<file path="src/rtl/hamming_interleaver_stream_if.sv">
// Handshake bundle for the codeword-in / interleaved-block-out stream.
// The flush signal exists only when INTERLEAVER_FLUSH_EN is defined.
interface hamming_interleaver_stream_if #(
   parameter int unsigned ROWS = 4,
   parameter int unsigned COLS = 15
);
   localparam int unsigned BW = ROWS * COLS;
   localparam int unsigned RW = (ROWS > 1) ? $clog2(ROWS) : 1;

   logic [COLS-1:0] cw_data;
   logic            cw_valid;
   logic            cw_ready;
   logic [BW-1:0]   blk_data;
   logic            blk_valid;
   logic            blk_ready;
   logic [RW-1:0]   row_idx;

`ifdef INTERLEAVER_FLUSH_EN
   logic            flush;

   modport master (
      output cw_data, cw_valid, blk_ready, flush,
      input  cw_ready, blk_data, blk_valid, row_idx
   );
   modport slave (
      input  cw_data, cw_valid, blk_ready, flush,
      output cw_ready, blk_data, blk_valid, row_idx
   );
`else
   modport master (
      output cw_data, cw_valid, blk_ready,
      input  cw_ready, blk_data, blk_valid, row_idx
   );
   modport slave (
      input  cw_data, cw_valid, blk_ready,
      output cw_ready, blk_data, blk_valid, row_idx
   );
`endif
endinterface

</file>
<file path="src/rtl/hamming_interleaver_stream.sv">
// Ping-pong block interleaver: ROWS codewords in, one column-major block of ROWS*COLS bits out.
// Optional partial-block flush enabled by defining INTERLEAVER_FLUSH_EN.
module hamming_interleaver_stream #(
   parameter int unsigned ROWS = 4,
   parameter int unsigned COLS = 15
) (
   input  logic                      clk,
   input  logic                      rst_n,
   hamming_interleaver_stream_if.slave bus
);
   localparam int unsigned BW = ROWS * COLS;
   localparam int unsigned RW = (ROWS > 1) ? $clog2(ROWS) : 1;
   localparam logic [RW-1:0] LAST_ROW = RW'(ROWS - 1);
   // Banks are stored already interleaved: row r occupies bits ROWS*c+r.
   localparam logic [BW-1:0] ROW0_MASK = {COLS{ROWS'(1)}};

   logic [BW-1:0] bank_q [2];
   logic [BW-1:0] bank_d [2];
   logic [1:0]    full_q, full_d;
   logic          wr_sel_q, wr_sel_d;
   logic          rd_sel_q, rd_sel_d;
   logic [RW-1:0] row_q, row_d;
   logic          cw_ready_q;
   logic          blk_valid_q;
   logic [BW-1:0] blk_data_q;

   logic [BW-1:0] spread_c;
   logic [BW-1:0] mask_c;
   logic [BW-1:0] base_c;
   logic          accept_c, drain_c, flush_c, close_c;

   // Each codeword bit c is replicated across its column; the row mask picks one slot.
   for (genvar c = 0; c < COLS; c++) begin : g_spread
      assign spread_c[ROWS*c +: ROWS] = {ROWS{bus.cw_data[c]}};
   end

   always_comb begin
      bank_d   = bank_q;
      full_d   = full_q;
      wr_sel_d = wr_sel_q;
      rd_sel_d = rd_sel_q;
      row_d    = row_q;
      mask_c   = ROW0_MASK << row_q;
      base_c   = (row_q == '0) ? '0 : bank_q[wr_sel_q];
      accept_c = bus.cw_valid && cw_ready_q;
      drain_c  = blk_valid_q && bus.blk_ready;
`ifdef INTERLEAVER_FLUSH_EN
      flush_c  = bus.flush && cw_ready_q && ((row_q != '0) || accept_c);
`else
      flush_c  = 1'b0;
`endif

      // First row clears the bank, so unwritten rows of a flushed block read as zero.
      if (accept_c) begin
         bank_d[wr_sel_q] = (base_c & ~mask_c) | (spread_c & mask_c);
         row_d            = row_q + RW'(1);
      end

      close_c = (accept_c && (row_q == LAST_ROW)) || flush_c;
      if (close_c) begin
         full_d[wr_sel_q] = 1'b1;
         wr_sel_d         = !wr_sel_q;
         row_d            = '0;
      end

      // Close and drain always hit different banks, so both may apply in one cycle.
      if (drain_c) begin
         full_d[rd_sel_q] = 1'b0;
         rd_sel_d         = !rd_sel_q;
      end
   end

   always_ff @(posedge clk or negedge rst_n) begin
      if (!rst_n) begin
         bank_q[0]   <= '0;
         bank_q[1]   <= '0;
         full_q      <= '0;
         wr_sel_q    <= 1'b0;
         rd_sel_q    <= 1'b0;
         row_q       <= '0;
         cw_ready_q  <= 1'b1;
         blk_valid_q <= 1'b0;
         blk_data_q  <= '0;
      end else begin
         bank_q      <= bank_d;
         full_q      <= full_d;
         wr_sel_q    <= wr_sel_d;
         rd_sel_q    <= rd_sel_d;
         row_q       <= row_d;
         cw_ready_q  <= !full_d[wr_sel_d];
         blk_valid_q <= full_d[rd_sel_d];
         blk_data_q  <= full_d[rd_sel_d] ? bank_d[rd_sel_d] : '0;
      end
   end

   assign bus.cw_ready  = cw_ready_q;
   assign bus.blk_valid = blk_valid_q;
   assign bus.blk_data  = blk_data_q;
   assign bus.row_idx   = row_q;

endmodule

</file>
<file path="src/flat_wrapper.sv">
// flat-port wrapper written by rule: the top's interface ports become plain ports
module hamming_interleaver_stream_flat 
#(
   parameter int unsigned ROWS = 4,
   parameter int unsigned COLS = 15
)
  (clk, rst_n, bus_cw_data, bus_cw_valid, bus_blk_ready, bus_cw_ready, bus_blk_data, bus_blk_valid, bus_row_idx);
  hamming_interleaver_stream_if #(.ROWS(ROWS), .COLS(COLS)) bus_i ();
  input  logic clk;
  input  logic rst_n;
  input wire logic [$bits(bus_i.cw_data)-1:0] bus_cw_data;
  input wire logic [$bits(bus_i.cw_valid)-1:0] bus_cw_valid;
  input wire logic [$bits(bus_i.blk_ready)-1:0] bus_blk_ready;
  output wire logic [$bits(bus_i.cw_ready)-1:0] bus_cw_ready;
  output wire logic [$bits(bus_i.blk_data)-1:0] bus_blk_data;
  output wire logic [$bits(bus_i.blk_valid)-1:0] bus_blk_valid;
  output wire logic [$bits(bus_i.row_idx)-1:0] bus_row_idx;
  assign bus_i.cw_data = bus_cw_data;
  assign bus_i.cw_valid = bus_cw_valid;
  assign bus_i.blk_ready = bus_blk_ready;
  assign bus_cw_ready = bus_i.cw_ready;
  assign bus_blk_data = bus_i.blk_data;
  assign bus_blk_valid = bus_i.blk_valid;
  assign bus_row_idx = bus_i.row_idx;
  hamming_interleaver_stream #(.ROWS(ROWS), .COLS(COLS)) u_core (.clk(clk), .rst_n(rst_n), .bus(bus_i));
endmodule
</file>
<file path="config.mk">
export PLATFORM = sky130hd
export DESIGN_NAME = hamming_interleaver_stream_flat
export DESIGN_NICKNAME = d
export VERILOG_FILES = /design/src/rtl/hamming_interleaver_stream_if.sv /design/src/rtl/hamming_interleaver_stream.sv /design/src/flat_wrapper.sv
export SDC_FILE = /design/constraint.sdc
export NUM_CORES = 1
export LEC_CHECK = 0
export BUFFER_PORTS_ARGS = -buffer_cell sky130_fd_sc_hd__buf_2
export CAP_MARGIN = 10
export CORE_MARGIN = 8
export CORE_UTILIZATION = 59
export DETAILED_ROUTE_END_ITERATION = 10
export PLACE_DENSITY = 0.85
export SLEW_MARGIN = 10
export SYNTH_ARGS = -nofsm -noshare
export SYNTH_HDL_FRONTEND = slang
export SYNTH_SLANG_ARGS = --single-unit
export TNS_END_PERCENT = 1
</file>
<file path="constraint.sdc">
create_clock -name clk -period 2.8 [get_ports clk]
set_clock_uncertainty 0.2 [all_clocks]
set_input_delay 0.42 -clock clk [delete_from_list [all_inputs] [get_ports clk]]
set_output_delay 0.42 -clock clk [all_outputs]
set_load 0.02 [all_outputs]
</file>
==> impl_metrics.toml, run 1 <==
[clocking]
cts.path.max_buffers = 2
h-tree-depth = 4
cts_tree = "done"
post_cts_buffers = 0
cts.sinks = 188
clkTransAtPathRegs_ps = 60
cts-root-buf = "clkbuf_16"
clk_latency_ps = 430
cts_buffers = 17

[routing]
routed_via_density = 6.63
vias = 6596
antenna_left = 0
dr.pass1.iters = 5
routed_wirelength_um = 21700
wl_per_cell_um = 21.8
drtIter0Drc = 675
drcViolationCount = 0

[cells_and_area]
multi_input_area_mm2 = 0.00364
fill_cells = 1007
fin_util = 0.685
drive_gt1_frac = 0.222
area_delta_synth_final_pct = 14.0
nets = 822
num_antenna_cells = 0
seqCellArea_mm2 = 0.00471

[timing]
finalHoldViolations = 0
period_share = 0.893
finalHoldWorstSlack_ps = 134
rsz0062_at_grt = "no"
slew_violations = 0
tightest_slew_ps = 1170
slew_headroom = 0.216
setup_tns_ps = 0
setup_viol = 0
layout_min_cycle_time_ps = 2500
clock.fmax_mhz = 400

[die]
start_util = 0.601
num_rows = 44
die_area_mm2 = 0.0188
fp.dieW_um = 137
die_y_um = 137
fp.coreArea_mm2 = 0.0144
pin_count = 83

[power]
leakage_nw = 4.20
power_density_mw_per_mm2 = 1390
ir_drop_v = 0.00111
finalPower_mw = 13.8

[synthesis]
synth-edff-count = 0
ys_top_cells_by_area = "dfrtp_1, o211ai_1, o21a_1"
ys.flop_type = "dfrtp_1"
synth_top_area_frac = 0.540
synth-async-reset-ratio = 1.00
yosysSeqAreaShare = 0.543
syn_area_mm2 = 0.00867
syn-num-nets = 768
ys_top_cells_by_count = "dfrtp_1, o211ai_1, o21a_1"
synth.avg_cell_area_um2 = 11.6
yosys.cell_types.count = 36
synth.most_common_cell = "dfrtp_1"
synthCells = 745
synth_largest_area_cell = "dfrtp_1"
yosysWarnings = 0
synth-seq-cells = 188

[grt]
grt_pass1_wl_um = 35200
grt_max_degree = 79
grt.total_usage = 0.239
grt-ovfl-total = 0
grt_pass1_vias = 7053
antenna_found_initial = 1

[setup_path]
cp.required_ps = 2960
start_kind = "flop"
max_stage_delay_ps = 930
crit_path_max_fanout = 15
crit_path_end_kind = "flop"
reg2reg_slack_ps = 300
slowest_stage = "nor2_1"
arrival_ps = 2660
path_class = "flop to flop"
r2r_end = "u_core.bus.blk_data[12]$_DFF_PN0_"
reg2reg_depth = 4
timing.rr.start = "u_core.bus.row_idx[0]$_DFFE_PN0P_"
crit_path_cell_trace = "ha_1 > a41oi_1 > nor2_1 > a32o_1"

[hold_path]
whs_endpoint = "u_core.bank_q[116]$_DFF_PN0_"
worstHoldStart = "bus_cw_data[14]"
hold_depth = 2
hp-class = "input pin to flop"

[placement]
place_congestion = 0.837
io_buffers = 82
dp_hpwl_um = 13700

[outcome]
run_status = "completed"

[job]
maxCapViolations = 0
==> per-stage QoR <==
stage	setup WS, ps	instance area, um2	std cells
3_3_place_gp	364	9260	963
2_1_floorplan	582	8670	745
3_5_place_dp	285	9260	963
5_1_grt	111	9880	995
6_report	300	9880	995
4_1_cts	306	9880	995
==> kinds of logic (layout without fill, tap and decap cells) <==
kind of cell    count (synthesis)  count (layout)  synth area share
compound gates                329             329             0.276
fa+ha+maj                       4               4           0.00577
simple gates                   71              71            0.0371
mux                            77              77            0.0978
xor+xnor                        1               1           0.00101
flops                         188             188             0.543
buf+inv                        75             141            0.0394
==> where the power goes <==
| part | total, mW | internal, mW | switching (mW) |
|---|---|---|---|
| sequential | 4.79 | 4.03 | 0.768 |
| combinational | 6.48 | 2.54 | 3.94 |
| clock | 2.52 | 1.49 | 1.03 |
| total | 13.8 | 8.06 | 5.73 |
==> placed cells by master (no fill, tap or decap), types with 12 or more instances in the layout <==
master     count
buf_2         81
buf_4         12
mux2i_1       45
nand2_1       51
o211ai_1     172
dfrtp_1      186
o21a_1        86
a21oi_1       44
mux2_2        22
clkbuf_16     17
a32o_1        15
==> final cells by class <==
class                   count  area share
multi-input cells         482       0.369
well taps                 184      0.0233
repair buffers            102      0.0665
inverters                   8     0.00304
clock buffers              17      0.0430
flip-flops and latches    188       0.476
clock inverters            14      0.0194
==> flip-flops by register name (all words and copies together) (netlist names) <==
| name | flops |
|---|---|
| u_core.bank_q | 120 |
| u_core.bus.blk_data | 60 |
| u_core.bus.blk_valid | 1 |
| u_core.bus.cw_ready | 1 |
| u_core.bus.row_idx | 2 |
| u_core.full_q | 2 |
| u_core.rd_sel_q | 1 |
| u_core.wr_sel_q | 1 |
==> routing by layer <==
| layer | GRT usage | vias to the layer above | wire length, um |
|---|---|---|---|
| met5 | 0 | - | 13 |
| met4 | 0.112 | 2 | 502 |
| met3 | 0.0627 | 51 | 1660 |
| met2 | 0.394 | 273 | 10800 |
| met1 | 0.289 | 3313 | 8760 |
| li1 | - | 2957 | - |
==> worst max path at each step <==
stage | slack [ps] | cells after the start | to | start
6_report | 300 | 4 | u_core.bus.blk_data[12]$_DFF_PN0_ | u_core.bus.row_idx[0]$_DFFE_PN0P_
2_1_floorplan | 580 | 8 | u_core.bus.blk_data[21]$_DFF_PN0_ | u_core.bus.row_idx[0]$_DFFE_PN0P_
4_1_cts | 310 | 4 | u_core.bus.blk_data[56]$_DFF_PN0_ | u_core.bus.row_idx[0]$_DFFE_PN0P_
3_5_place_dp | 290 | 5 | u_core.bus.blk_data[56]$_DFF_PN0_ | bus_blk_ready
5_1_grt | 110 | 4 | u_core.bus.blk_data[48]$_DFF_PN0_ | u_core.bus.row_idx[0]$_DFFE_PN0P_
3_3_place_gp | 360 | 5 | u_core.bus.blk_data[48]$_DFF_PN0_ | bus_blk_ready
==> repair_timing <==
action                                 CTS  global route
endpoints found under the hold margin   33             0
hold buffers                             1             0
resized for setup                        0             0
==> worst max-delay path, delay by kind of cell, from the launching register on <==
family	cells	cell delay (ps)
AND/OR/NAND/NOR	1	930
flip-flops	1	450
AO/OA/AOI/OAI	2	480
adder cells (fa/ha/maj)	1	370
Power figures use the tool's default switching activity.
==> run 2, diff against run 1 <==
--- a/config.mk
+++ b/config.mk
@@ -5,12 +5,13 @@
 export SDC_FILE = /design/constraint.sdc
 export NUM_CORES = 1
 export LEC_CHECK = 0
+export ABC_AREA = 1
 export BUFFER_PORTS_ARGS = -buffer_cell sky130_fd_sc_hd__buf_2
 export CAP_MARGIN = 10
 export CORE_MARGIN = 8
-export CORE_UTILIZATION = 59
+export CORE_UTILIZATION = 60
 export DETAILED_ROUTE_END_ITERATION = 10
-export PLACE_DENSITY = 0.85
+export PLACE_DENSITY = 0.8
 export SLEW_MARGIN = 10
 export SYNTH_ARGS = -nofsm -noshare
 export SYNTH_HDL_FRONTEND = slang
==> impl_metrics.toml, run 2 <==
[die]
fp.coreArea_mm2 = 0.0153
die_y_um = 141
pin_count = 83
fp.dieW_um = 141
start_util = 0.614
num_rows = 45
die_area_mm2 = 0.0199

[setup_path]
timing.rr.start = "u_core.bus.row_idx[0]$_DFFE_PN0P_"
r2r_end = "u_core.bus.blk_data[47]$_DFF_PN0_"
crit_path_cell_trace = "ha_1 > nor2_2 > buf_4 > nand3_1 > nand2_1 > nand2_1 > nand3_1 > nand2_1 > nor2_1"
path_class = "flop to flop"
slowest_stage = "nor2_2"
reg2reg_slack_ps = 490
cp_common_cell = "nand2_1"
crit_path_max_fanout = 10
max_stage_delay_ps = 520
cp.required_ps = 2960
crit_path_start = "u_core.bus.row_idx[0]$_DFFE_PN0P_"
reg2reg_depth = 9
start_kind = "flop"
arrival_ps = 2470
crit_path_end_kind = "flop"
cp-endpoint = "u_core.bus.blk_data[47]$_DFF_PN0_"

[clocking]
cts-root-buf = "clkbuf_16"
clkTransAtPathRegs_ps = 70
clk_latency_ps = 430
cts.path.max_buffers = 2
h-tree-depth = 4
cts_resized = 0
cts.sinks = 188
cts_buffers = 17
cts_tree = "done"
post_cts_buffers = 0

[synthesis]
synth-seq-cells = 188
synth.most_common_cell = "nand2_1"
synth-edff-count = 0
synth_top_area_frac = 0.500
syn-num-nets = 1299
syn_area_mm2 = 0.00937
ys_top_cells_by_area = "dfrtp_1, nand2_1, nand3_1"
synth-async-reset-ratio = 1.00
yosysWarnings = 0
yosysSeqAreaShare = 0.502
yosys.cell_types.count = 23
synthCells = 1276
synth_largest_area_cell = "dfrtp_1"
ys_top_cells_by_count = "nand2_1, nand3_1, dfrtp_1"
ys.flop_type = "dfrtp_1"
synth.avg_cell_area_um2 = 7.34

[routing]
wl_met3_um = 2060
wl_met1_um = 10300
wl_per_cell_um = 15.9
maxUsedRoutingLayer = "met4"
drtIter0Drc = 675
routed_via_density = 5.45
drcViolationCount = 0
antenna_left = 0
routed_wirelength_um = 24800
dr.pass1.iters = 6
vias = 8525
met2_length_um = 11700

[cells_and_area]
final_common_cell = "nand2_1"
nets = 1362
area_delta_synth_final_pct = 13.7
drive_gt1_frac = 0.122
top_register = "u_core.bank_q"
largest_reg_flops = 120
num_antenna_cells = 0
fin_util = 0.698
layout_common_cells = "nand2_1, nand3_1, dfrtp_1"
instances_no_fill = 1563

[grt]
antenna_found_initial = 0
grt_max_degree = 94
grt.total_usage = 0.257
grt-ovfl-total = 0
grt_pass1_vias = 8324
grt_pass1_wl_um = 40700

[timing]
setup_tns_ps = 0
layout_min_cycle_time_ps = 2310
finalHoldViolations = 0
period_share = 0.824
slew_violations = 0
setup_viol = 0
tightest_slew_ps = 800
rsz0062_at_grt = "no"
clock.fmax_mhz = 434
slew_headroom = 0.467

[power]
leakage_nw = 5.94
p_int_mw = 7.72
combPwrFrac = 0.512
p_switching_mw = 6.33
ir_drop_v = 0.000784
power_frac_seq = 0.309
power_density_mw_per_mm2 = 1320
pwr-share-clk = 0.179
p_sw_frac = 0.451
finalPower_mw = 14.1

[placement]
dp_hpwl_um = 15000
place_congestion = 0.813
place_inst = 1530
io_buffers = 82

[outcome]
run_status = "completed"

[hold_path]
hp-class = "input pin to flop"

[job]
maxCapViolations = 0
## run 2: final cells by class
class / count / area (um2)
sequential: 188 / 4710
multi-input combinational: 915 / 3950
clock buffer: 20 / 457
timing repair buffer: 112 / 709
tap: 211 / 264
inverter: 105 / 398
fill: 1204 / 4610
clock inverter: 12 / 164
## run 2: worst min-delay path by stage
stage | slack, ps | cells past startpoint | end | start
after detailed placement | 260 | 1 | u_core.bank_q[69]$_DFF_PN0_ | rst_n
final | 140 | 3 | u_core.full_q[0]$_DFF_PN0_ | bus_blk_ready
after CTS | 120 | 3 | u_core.full_q[0]$_DFF_PN0_ | bus_blk_ready
after floorplan | -80 | 0 | u_core.bank_q[0]$_DFF_PN0_ | rst_n
after global routing | 150 | 3 | u_core.full_q[0]$_DFF_PN0_ | bus_blk_ready
after global placement | 260 | 1 | u_core.bank_q[69]$_DFF_PN0_ | rst_n
## run 2: kinds of logic after synthesis
group	synth area share
adder cells (fa/ha/maj)	0.00534
AND/OR/NAND/NOR	0.389
AO/OA/AOI/OAI	0.0270
buffers and inverters	0.0763
flip-flops	0.502
## run 2: repair_timing
item                                    in CTS  in global routing
hold buffers                                 1                  0
endpoints found under the setup margin       0                  0
endpoints found under the hold margin       65                  0
## run 2: power groups by stage
stage	clock network [mW]	logic [mW]	registers, mW
2_1_floorplan	0	4.95	4.60
3_3_place_gp	0	6.89	4.33
3_5_place_dp	0	7.04	4.35
4_1_cts	2.54	7.14	4.32
5_1_grt	2.65	8.08	4.43
6_report	2.52	7.20	4.34
## run 2: metrics by stage
stage / setup WS [ps] / hold WS (ps) / cell area, um2
floorplan: 768 / -75.6 / 9370
global placement: 582 / 265 / 10000
detailed placement: 566 / 263 / 10000
CTS: 523 / 125 / 10700
global route: 344 / 151 / 10700
finish: 493 / 144 / 10700
## run 2: critical path, delay by kind of cell (launching register included)
| kind | cells | cell delay [ps] |
|---|---|---|
| fa+ha+maj | 1 | 360 |
| buf+inv | 1 | 260 |
| flops | 1 | 410 |
| simple gates | 7 | 1000 |
## run 2: metal layers
layer  GRT usage  vias to the layer above
li1            -                     4095
met1       0.323                     4010
met2       0.417                      354
met3      0.0645                       66
met4       0.105                        0
met5           0                        -
==> run 3, diff against run 2 <==
--- a/config.mk
+++ b/config.mk
@@ -9,9 +9,9 @@
 export BUFFER_PORTS_ARGS = -buffer_cell sky130_fd_sc_hd__buf_2
 export CAP_MARGIN = 10
 export CORE_MARGIN = 8
-export CORE_UTILIZATION = 60
+export CORE_UTILIZATION = 54
 export DETAILED_ROUTE_END_ITERATION = 10
-export PLACE_DENSITY = 0.8
+export PLACE_DENSITY = 0.76
 export SLEW_MARGIN = 10
 export SYNTH_ARGS = -nofsm -noshare
 export SYNTH_HDL_FRONTEND = slang
==> constraint.sdc (replaced) <==
create_clock -name clk -period 2 [get_ports clk]
set_clock_uncertainty 0.2 [all_clocks]
set_input_delay 0.3 -clock clk [delete_from_list [all_inputs] [get_ports clk]]
set_output_delay 0.3 -clock clk [all_outputs]
set_load 0.02 [all_outputs]
==> impl_metrics.toml, run 3 (same netlist as run 2, synthesis figures left out) <==
[outcome]
run_status = "completed"

[cells_and_area]
final_common_cell = "nand2_1"
drive_gt1_frac = 0.136
instances_no_fill = 1598
fill_cells = 1482
nets = 1384
top_register = "u_core.bank_q"
area_delta_synth_final_pct = 16.9
layout_common_cells = "nand2_1, nand3_1, dfrtp_1"
largest_reg_flops = 120
num_antenna_cells = 0

[routing]
routed_wirelength_um = 25600
routed_via_density = 5.41
drcViolationCount = 0
vias = 8644
drtIter0Drc = 822
antenna_left = 0
wl_per_cell_um = 16.0
dr.pass1.iters = 5

[grt]
grt-ovfl-total = 0
grt.total_usage = 0.244
antenna_found_initial = 0
grt_max_degree = 66
grt_pass1_vias = 8426
grt_pass1_wl_um = 42500

[timing]
tightest_slew_ps = 448
layout_min_cycle_time_ps = 1990
finalHoldViolations = 0
setup_viol = 0
slew_violations = 0
slew_headroom = 0.701
rsz0062_at_grt = "yes"
clock.fmax_mhz = 503
period_share = 0.994
finalHoldWorstSlack_ps = 41.1

[setup_path]
path_class = "flop to flop"
crit_path_end_kind = "flop"
crit_path_max_fanout = 18
start_kind = "flop"
cp.required_ps = 2120
arrival_ps = 2110
reg2reg_depth = 7

[die]
start_util = 0.547
die_y_um = 148
fp.dieW_um = 148
pin_count = 83
die_area_mm2 = 0.0218
fp.coreArea_mm2 = 0.0171
num_rows = 48

[hold_path]
hp-class = "input pin to flop"
hold_depth = 3

[clocking]
cts.path.max_buffers = 2
clkTransAtPathRegs_ps = 60
cts_buffers = 17
h-tree-depth = 4
cts-root-buf = "clkbuf_16"
cts.sinks = 188
cts_tree = "done"
clk_latency_ps = 440

[power]
power_frac_seq = 0.301
p_int_mw = 11.3
p_sw_frac = 0.441
power_density_mw_per_mm2 = 1840
pwr-share-clk = 0.174
combPwrFrac = 0.525
ir_drop_v = 0.00128
finalPower_mw = 20.2
leakage_nw = 6.07
p_switching_mw = 8.89

[placement]
dp_hpwl_um = 16000
place_inst = 1566
io_buffers = 82
place_congestion = 0.793

[job]
maxCapViolations = 0
## run 3: repair_timing
action | in CTS | in global routing
setup buffers | 0 | 0
hold buffers | 1 | 0
endpoints found under the hold margin | 172 | 0
resized for setup | 0 | 6
setup endpoints to repair | 0 | 54
## run 3: worst max-delay path, cell delays in order (launching register included)
cell     delay [ps]
dfstp_2         530
nand2_1         110
buf_4           170
nor2_4          150
buf_4           290
nand3_1         140
a21oi_1         190
nor2_1           70
## run 3: final timing paths
kind | start | end | slack [ps]
max | u_core.bus.cw_ready$_DFF_PN1_ | u_core.bus.blk_data[10]$_DFF_PN0_ | 10
min | bus_blk_ready | u_core.full_q[0]$_DFF_PN0_ | 40
max reg2reg | u_core.bus.cw_ready$_DFF_PN1_ | u_core.bus.blk_data[10]$_DFF_PN0_ | 10
min reg2reg | u_core.bank_q[35]$_DFF_PN0_ | u_core.bank_q[35]$_DFF_PN0_ | 310
max in group asynchronous | rst_n | u_core.bus.cw_ready$_DFF_PN1_ | 840
min in group asynchronous | rst_n | u_core.bus.blk_data[23]$_DFF_PN0_ | 160
## run 3: per-stage QoR
step           area, um2  setup slack (ps)  utilization  setup TNS [ps]
2_1_floorplan       9370              10.3            -               0
3_3_place_gp       10300               155        0.603               0
3_5_place_dp       10300              86.9        0.603               0
4_1_cts            10900              28.1        0.639               0
5_1_grt            11000             -95.5        0.640           -2270
6_report           11000              12.3        0.640               0
## run 3: cell type report
class | count | area (um2) | area share
Timing Repair Buffer | 134 | 998 | 0.0912
Inverter | 105 | 398 | 0.0363
Clock buffer | 25 | 495 | 0.0452
Tap cell | 225 | 282 | 0.0257
Multi-Input combinational cell | 915 | 3960 | 0.362
Sequential cell | 188 | 4710 | 0.430
Clock inverter | 6 | 110 | 0.0101
## run 3: routing by layer
layer  vias up  track usage  wire length [um]
li1       4128            -                 -
met1      4086        0.315             10900
met2       383        0.391             12000
met3        47       0.0559              2140
met4         0       0.0989               573
met5         -            0                 0
## run 3: power groups by stage
stage          combinational [mW]  sequential, mW  clock [mW]
4_1_cts                      10.5            6.05        3.55
6_report                     10.6            6.07        3.52
5_1_grt                      11.9            6.22        3.73
2_1_floorplan                6.94            6.44           0
3_3_place_gp                 10.2            6.06           0
3_5_place_dp                 10.4            6.10           0
